$ cat src/rtl/led_ltr_pkg.sv
// Shared definitions for the LED running-light block.
//   LED_W      : number of LEDs driven
//   LED_START  : pattern loaded at reset and on recovery (leftmost LED)
//   LED_END    : rightmost LED pattern
//   dir_t      : stepping direction of the lit LED
//   is_onehot  : true when exactly one bit of an LED pattern is set
package led_ltr_pkg;

    localparam int LED_W = 8;
    localparam logic [LED_W-1:0] LED_START = 8'h80;
    localparam logic [LED_W-1:0] LED_END   = 8'h01;

    typedef enum logic {RIGHTWARD, LEFTWARD} dir_t;

    // Clearing the lowest set bit leaves zero only for a single-bit value.
    function automatic logic is_onehot(input logic [LED_W-1:0] v);
        return (v != '0) && ((v & (v - LED_W'(1))) == '0);
    endfunction

endpackage

$ cat src/rtl/led_step_tick.sv
// Prescaler: counts 0..CLK_DIV-1 and flags the last cycle of each interval.
//   clk       : system clock, rising edge
//   reset     : asynchronous, active-low; clears the count
//   step_tick : 1 in the cycle where count == CLK_DIV-1
// With CLK_DIV=1 the count is a single bit stuck at 0, so step_tick is always 1.
module led_step_tick #(
    parameter int unsigned CLK_DIV = 25_000_000
) (
    input  logic clk,
    input  logic reset,
    output logic step_tick
);

    localparam int CNT_W = (CLK_DIV > 1) ? $clog2(CLK_DIV) : 1;
    localparam logic [CNT_W-1:0] CNT_MAX = CNT_W'(CLK_DIV - 1);

    logic [CNT_W-1:0] cnt_q, cnt_d;

    always_comb begin
        step_tick = (cnt_q == CNT_MAX);
        cnt_d     = step_tick ? '0 : cnt_q + CNT_W'(1);
    end

    always_ff @(posedge clk or negedge reset) begin
        if (!reset) cnt_q <= '0;
        else        cnt_q <= cnt_d;
    end

endmodule

$ cat src/rtl/led_left_to_right.sv
// 8-LED running light: one LED lit, stepping from LED8[7] towards LED8[0]
// once every CLK_DIV clocks. LED8 comes straight from flops.
//   clk   : system clock, rising edge
//   reset : asynchronous, active-low; LED8 = 8'h80 while low
//   LED8  : LED drive, 1 = on, bit 7 leftmost
// Build option LTR_BOUNCE_EN: when defined the light ping-pongs between the
// ends (RIGHTWARD/LEFTWARD FSM) instead of wrapping from LED8[0] to LED8[7].
// Any non-one-hot pattern (e.g. a flipped flop) is replaced by 8'h80 at the
// next step, with the direction forced back to RIGHTWARD.
module led_left_to_right
    import led_ltr_pkg::*;
#(
    parameter int unsigned CLK_DIV = 25_000_000
) (
    input  logic             clk,
    input  logic             reset,
    output logic [LED_W-1:0] LED8
);

    logic             step_tick;
    logic [LED_W-1:0] led_q, led_d;

    led_step_tick #(.CLK_DIV(CLK_DIV)) u_tick (
        .clk       (clk),
        .reset     (reset),
        .step_tick (step_tick)
    );

`ifdef LTR_BOUNCE_EN
    dir_t dir_q, dir_d;

    always_comb begin
        led_d = led_q;
        dir_d = dir_q;
        if (step_tick) begin
            if (!is_onehot(led_q)) begin
                led_d = LED_START;
                dir_d = RIGHTWARD;
            end else if (dir_q == RIGHTWARD) begin
                // Rightmost LED gets a single step, then we turn back.
                if (led_q == LED_END) begin
                    led_d = LED_END << 1;
                    dir_d = LEFTWARD;
                end else begin
                    led_d = led_q >> 1;
                end
            end else begin
                if (led_q == LED_START) begin
                    led_d = LED_START >> 1;
                    dir_d = RIGHTWARD;
                end else begin
                    led_d = led_q << 1;
                end
            end
        end
    end

    always_ff @(posedge clk or negedge reset) begin
        if (!reset) begin
            led_q <= LED_START;
            dir_q <= RIGHTWARD;
        end else begin
            led_q <= led_d;
            dir_q <= dir_d;
        end
    end
`else
    // Wrap mode: direction is permanently RIGHTWARD, so no state is kept for it.
    always_comb begin
        led_d = led_q;
        if (step_tick) begin
            if (!is_onehot(led_q) || led_q == LED_END) led_d = LED_START;
            else                                        led_d = led_q >> 1;
        end
    end

    always_ff @(posedge clk or negedge reset) begin
        if (!reset) led_q <= LED_START;
        else        led_q <= led_d;
    end
`endif

    assign LED8 = led_q;

endmodule

$ cat config.mk
export PLATFORM = sky130hd
export DESIGN_NAME = led_left_to_right
export DESIGN_NICKNAME = d
export VERILOG_FILES = /design/src/rtl/led_ltr_pkg.sv /design/src/rtl/led_step_tick.sv /design/src/rtl/led_left_to_right.sv
export SDC_FILE = /design/constraint.sdc
export NUM_CORES = 1
export LEC_CHECK = 0
export ABC_AREA = 1
export CAP_MARGIN = 20
export CORE_MARGIN = 1.5
export CORE_UTILIZATION = 35
export DETAILED_ROUTE_END_ITERATION = 7
export GPL_TIMING_DRIVEN = 0
export PLACE_DENSITY = 0.61
export SYNTH_ARGS = -nofsm -noshare
export SYNTH_HDL_FRONTEND = slang
export SYNTH_SLANG_ARGS = --single-unit
$ cat constraint.sdc
create_clock -name clk -period 1.58 [get_ports clk]
set_input_delay 0.474 -clock clk [delete_from_list [all_inputs] [get_ports clk]]
set_output_delay 0.474 -clock clk [all_outputs]
set_load 0.05 [all_outputs]
Word level (Yosys, flattened, before mapping)
Index checks and enable logic that the tools add are counted.

Register bits: 33. Input bits: 2.

Add/sub/neg operators: 2. Equality and inequality tests: 2. Bitwise gates (word level): 1. Reduce and logical (&&, ||, !) cells: 5. Muxes and demuxes: 2.

Operator list (number): adder 25 x 1 -> 25 bit, second input constant (1); == test 25 bit, second input constant (1); two-way mux 25 bit (1); AND 8 bit (1); == test 8 x 1 -> 1 bit, second input constant (1); zero test 8 bit (1); two-way mux 8 bit (1); nonzero test 8 bit (1); subtractor 8 x 1 -> 8 bit, second input constant (1); logical AND 1 bit (1); zero test 1 bit (1); logical OR 1 bit (1).

Longest topological paths before layout
Depth in word-level cells: 7. Depth in mapped cells: 11.

Cells and area by module
From an unflattened synthesis, not the netlist that was laid out.

Cell total of the unflattened synthesis: 267. Area, all modules: 2052.0 um^2.

Modules (own cells, without submodules): led_step_tick (times used 1, sequential area each 625.6 um^2, cells each 214, area each 1579.0 um^2); led_left_to_right (times used 1, sequential area each 201.4 um^2, cells each 53, area each 473.0 um^2).

Worst setup path after synthesis
No wires, ideal clock.

Kind: flip-flop to flip-flop. Start point: register led_q[2] (netlist: LED8[2]). End point: register led_q[0] (netlist: LED8[0]). Required time: 1.467 ns. Period minus slack after synthesis: 1.511 ns. Slack: 0.069 ns. Buffers on the path: 0. Stages on the path, launching flop included: 9. Arrival: 1.397 ns. Path through: dfrtp_1 nor2_1 nand2_1 o21ai_0 nor2_1 nand3_1 nand2_1 nand2_1 inv_1.

Longest elaborated chain between the ends: 7. Elaborated cells between the ends (all ways): 9. Classes of those cells: 1 x add/sub; 1 x eq/ne; 1 x mux; 1 x bitwise; 5 x reduce/logical.

RTL lines: start, declared (line led_left_to_right.sv:21) `logic [LED_W-1:0] led_q, led_d;`; start signal, assigned (line led_left_to_right.sv:79) `else led_q <= led_d;`; subtractor 8 x 1 -> 8 bit (line led_ltr_pkg.sv:17) `return (v != '0) && ((v & (v - LED_W'(1))) == '0);`; AND 8 bit (line led_ltr_pkg.sv:17); zero test 8 bit (line led_ltr_pkg.sv:17); logical AND 1 bit (line led_ltr_pkg.sv:17); zero test 1 bit (line led_left_to_right.sv:72) `if (!is_onehot(led_q) || led_q == LED_END) led_d = LED_START;`; logical OR 1 bit (*) (line led_left_to_right.sv:72); two-way mux 8 bit (*) (line led_left_to_right.sv:72).

Every way passes the cells marked *; elsewhere a longest branch is shown, timed or not. A chain may end at the register's enable or synchronous reset.

Final worst setup path
Start point: register u_tick.cnt_q[0]. End point: register u_tick.cnt_q[0].

Longest elaborated chain between the ends: 2. Elaborated cells between the ends (all ways): 3. Classes of those cells: 1 x add/sub; 1 x eq/ne; 1 x mux.

RTL lines: start, declared (line led_step_tick.sv:17) `logic [CNT_W-1:0] cnt_q, cnt_d;`; start signal, assigned (line led_step_tick.sv:26) `else cnt_q <= cnt_d;`; adder 25 x 1 -> 25 bit / == test 25 bit (equally long branches) (line led_step_tick.sv:21, led_step_tick.sv:20); two-way mux 25 bit (*) (line led_step_tick.sv:21) `cnt_d = step_tick ? '0 : cnt_q + CNT_W'(1);`; via u_tick.cnt_d[0] (line led_step_tick.sv:17).

The timed path passes the listed nets; every way through them passes the cells marked *.

==> results <==
- The worst path arrival time is 1.72 ns.
- The count of buffers added on input and output ports is 9.
- The worst-case IR drop observed on VDD is 0.000437 V.
- The critical path's most frequent cell is sky130_fd_sc_hd__nor2_4.
- At the worst endpoint, the required time is 1.76 ns.
- The starting density of the core is 37.0%.
- The flow ran to the end, and the final reports show no timing, DRC or antenna violations.
- The via count of the first global-routing pass is 1879.
- Clock-pin slew was measured on the worst setup and hold paths at 0.08 ns.
- Max-cap violations in this run came to 0.
- Setup repair after global routing could not meet its margin everywhere.
- When the netlist entered floorplanning its net count stood at 306.
- The total clock sinks is 33.
- The slew at the pin with the worst max-slew slack is 0.740 ns.
- In this run the tightest slew margin relative to its limit is 50.6%.
- The horizontal die dimension is 80.0 um.
- The share of the clock period used by the worst path is 97.5%.
- OpenSTA, run right after detailed placement, puts the worst setup slack at -0.243 ns.
- The delay of the slowest cell on the worst path is 0.42 ns.
- The cell sitting at the root of the clock tree is a sky130_fd_sc_hd__clkbuf_8.
- Across every metal layer, demand over resource in global routing totals 17.4%.
- From synthesis to final layout, the design area changed by 22.2%.
- The post-layout instance area is 2540 sq um.
- The mean area per synthesized cell is 6.85 sq um.
- The setup slack of the most critical reg-to-reg path is 0.04 ns.
- In this run the worst path has a maximum fanout of 7.
- The path class of the tightest hold or removal check is input pin to async pin.
- The initial detailed-routing violation count is 186.
- The number of hold-slack violations in the final timing report is 0.
- The largest net degree at the start of global routing is 34.
- The first detailed-routing pass took 5 iterations.
- The number of buffers created by CTS is 5.
- Measured on the finished design, the core utilization comes to 45.2%.
- The shortest clock period the worst path allows after layout is 1.54 ns.
- The slack of the critical path is 0.0396 ns.
- Of the cells placed in the final design, the portion with a size suffix greater than 1 is 24.1%.
- Among cell families on the critical path, the largest total delay comes from simple AND/OR/NAND/NOR gates.
- The highest-delay cell along the critical path is sky130_fd_sc_hd__dfrtp_1.
- The number of top-level pins is 10.
- The global route total overflow is 0.
- The kind of start point of the critical path is a register.
- The vertical die dimension is 80.0 um.
- The endpoint of the worst register-to-register path is u_tick.cnt_q[0].
- The placed cell count is 384.
- The first global-routing pass estimated 8.72 mm of wire.
- After detailed routing, no signal wire sits above met4.
- At the end of the flow, the number of nets in the layout was 334.
- For this design the static power due to leakage is 1.29 nW.
- The cell type with the largest total area after synthesis is sky130_fd_sc_hd__dfrtp_1.
- The full die area is 6400 sq um.
- In this run the biggest area consumer among cell types represents 38.6% of the synthesized area.
- Between clock sinks in the finished design, the worst skew comes to 0.00702 ns.
- The worst setup path is of the register to register kind.
- Leaving out fill and tap cells, the most frequent cell in the layout is sky130_fd_sc_hd__nand2_1.
- The mean routed wirelength per cell is 12.3 um.
- The congestion estimate from routability-driven global placement came to 0.860.
- The total length of routed met2 wires is 2.32 mm.
- The number of inserted diodes is 0.
- The cell count of the worst reg-to-reg path is 8.
- The worst setup path is captured at a register.
- The flip-flop and latch count after synthesis is 33.
- The average vias per placed instance is 4.74.
- Sequential elements use 39.8% of the synthesized area.
- Walking the worst path, the cells encountered are ha_4, nand3_4, nor2_4, nand3_2, nor2_4, buf_6, buf_4, nor2_1.
- The area of the placeable core is 5610 sq um.
- Sorting the synthesized cells by area gives the leading types as sky130_fd_sc_hd__dfrtp_1 (39%), sky130_fd_sc_hd__nand2_1 (17%), sky130_fd_sc_hd__nor2_1 (9.0%), sky130_fd_sc_hd__inv_1 (8.9%), sky130_fd_sc_hd__nand3_1 (3.9%).
- In this run the number of cells on the critical path is 8.
- The worst setup path startpoint is u_tick.cnt_q[0].
- Detailed routing inserted a total of 1915 vias.
- The clock reaches the later pin of the worst-skew pair after 0.29 ns.
- The half-perimeter wire length of the detailed placement result is 3.48 mm.
- The number of warnings issued by yosys is 0.
- In this run the deepest clock path goes through 2 buffers.
- In the layout the commonest cells are sky130_fd_sc_hd__nand2_1 (83), sky130_fd_sc_hd__nor2_1 (46), sky130_fd_sc_hd__inv_1 (44).
- In this run the core area contains 27 standard-cell rows.
- After technology mapping, the gate count stands at 303.
- The power density normalized to cell area is 663 nW/um^2.
- Summing every instance area after synthesis gives 2080 sq um.
- The detailed router put a total of 2.40 mm of wire on met1.
- The max-slew violation count is 0.
- The combined buffer and inverter count along the critical path is 2.
- Following the worst setup path forward leads to its endpoint at u_tick.cnt_q[0].
- The startpoint of the most critical register-to-register path is u_tick.cnt_q[0].
- The final setup violation count is 0.
- The number of cells in the finished layout apart from fillers is 404.
- The post-detailed-route DRC marker count is 0.
- The total power draw is 1.68 mW.
- The post-detailed-route count of antenna-violating nets is 0.
- In the detailed route, the total length drawn on met3 is 201 um.
- The cell area after placement is 2250 sq um.
- The initial antenna violation count was 0.
- The H-tree was split into 2 levels.
- After clock tree synthesis, the flow added hold-fix buffers numbering 0.
- The clock tree from TritonCTS is done.
- For this run, the top clock speed supported by timing is 649 MHz.
- The final wirelength is 4.97 mm.
- After synthesis, the netlist uses 26 different library cells.
-- worst min path at each step --
stage	depth (start not counted)	to
floorplan	0	LED8[0]
global placement	1	u_tick.cnt_q[0]
detailed placement	1	u_tick.cnt_q[0]
CTS	1	u_tick.cnt_q[7]
global route	1	u_tick.cnt_q[3]
finish	1	u_tick.cnt_q[16]
-- what timing repair did --
action	in CTS	in global routing
gates cloned	1	0
endpoints found under the setup margin	27	26
pin swaps	4	18
setup buffers	3	8
resized for setup	43	37
-- synth_stat cells (all sizes together) --
cell type  number
nand2          99
nor2           59
inv            50
dfrtp          32
nand3          17
nor3           12
nand4           8
o21ai           8
xor2            5
a21oi           3
nand3b          3
buf             2
dfstp           1
ha              1
o211ai          1
o22ai           1
xnor2           1
-- layer usage --
layer / GRT usage [%] / vias up
met5: 0 / -
met4: 5.34 / 0
met3: 3.66 / 7
met2: 27.6 / 42
met1: 23.6 / 880
li1: - / 986
-- state kept, by name (all words and copies together) (netlist names) --
register	count
LED8	8
u_tick.cnt_q	25
-- stage by stage --
stage          TNS, ns  hold slack (ns)
3_5_place_dp     -1.89            0.450
3_3_place_gp    -25.43            0.451
6_report             0            0.239
4_1_cts              0            0.281
5_1_grt          -1.27            0.306
2_1_floorplan        0            0.178
-- report_power, final --
group          switching (mW)  leakage, nW  internal, mW
Combinational          0.0159        0.795      0.000890
Clock                   0.350       0.0543         0.472
Sequential                  0        0.436         0.844
-- kinds of logic after synthesis --
kind of cell	after synthesis	synth area share [%]
buffers and inverters	52	10.1
DFF	33	39.8
xor gates and xnor gates	6	2.53
AOI/OAI and AO/OA	13	3.31
and+or+nand+nor	198	43.6
adders and majority gates	1	0.603
-- worst register-to-register path, delay by kind of cell, from the launching register on --
kind                       cells  cell delay (ns)
adders and majority gates      1             0.17
DFF                            1             0.42
and+or+nand+nor                5             0.57
buffers and inverters          2             0.27
-- layout make-up --
type / count / area, sq um
Sequential cell: 33 / 832
Multi-Input combinational cell: 218 / 1140
Fill cell: 609 / 3070
Clock buffer: 5 / 68.8
Timing Repair Buffer: 21 / 150
Clock inverter: 3 / 46.3
Inverter: 50 / 188
Tap cell: 72 / 90.1
Buffer: 2 / 22.5
No activity file was read; power rests on OpenSTA's default activity.
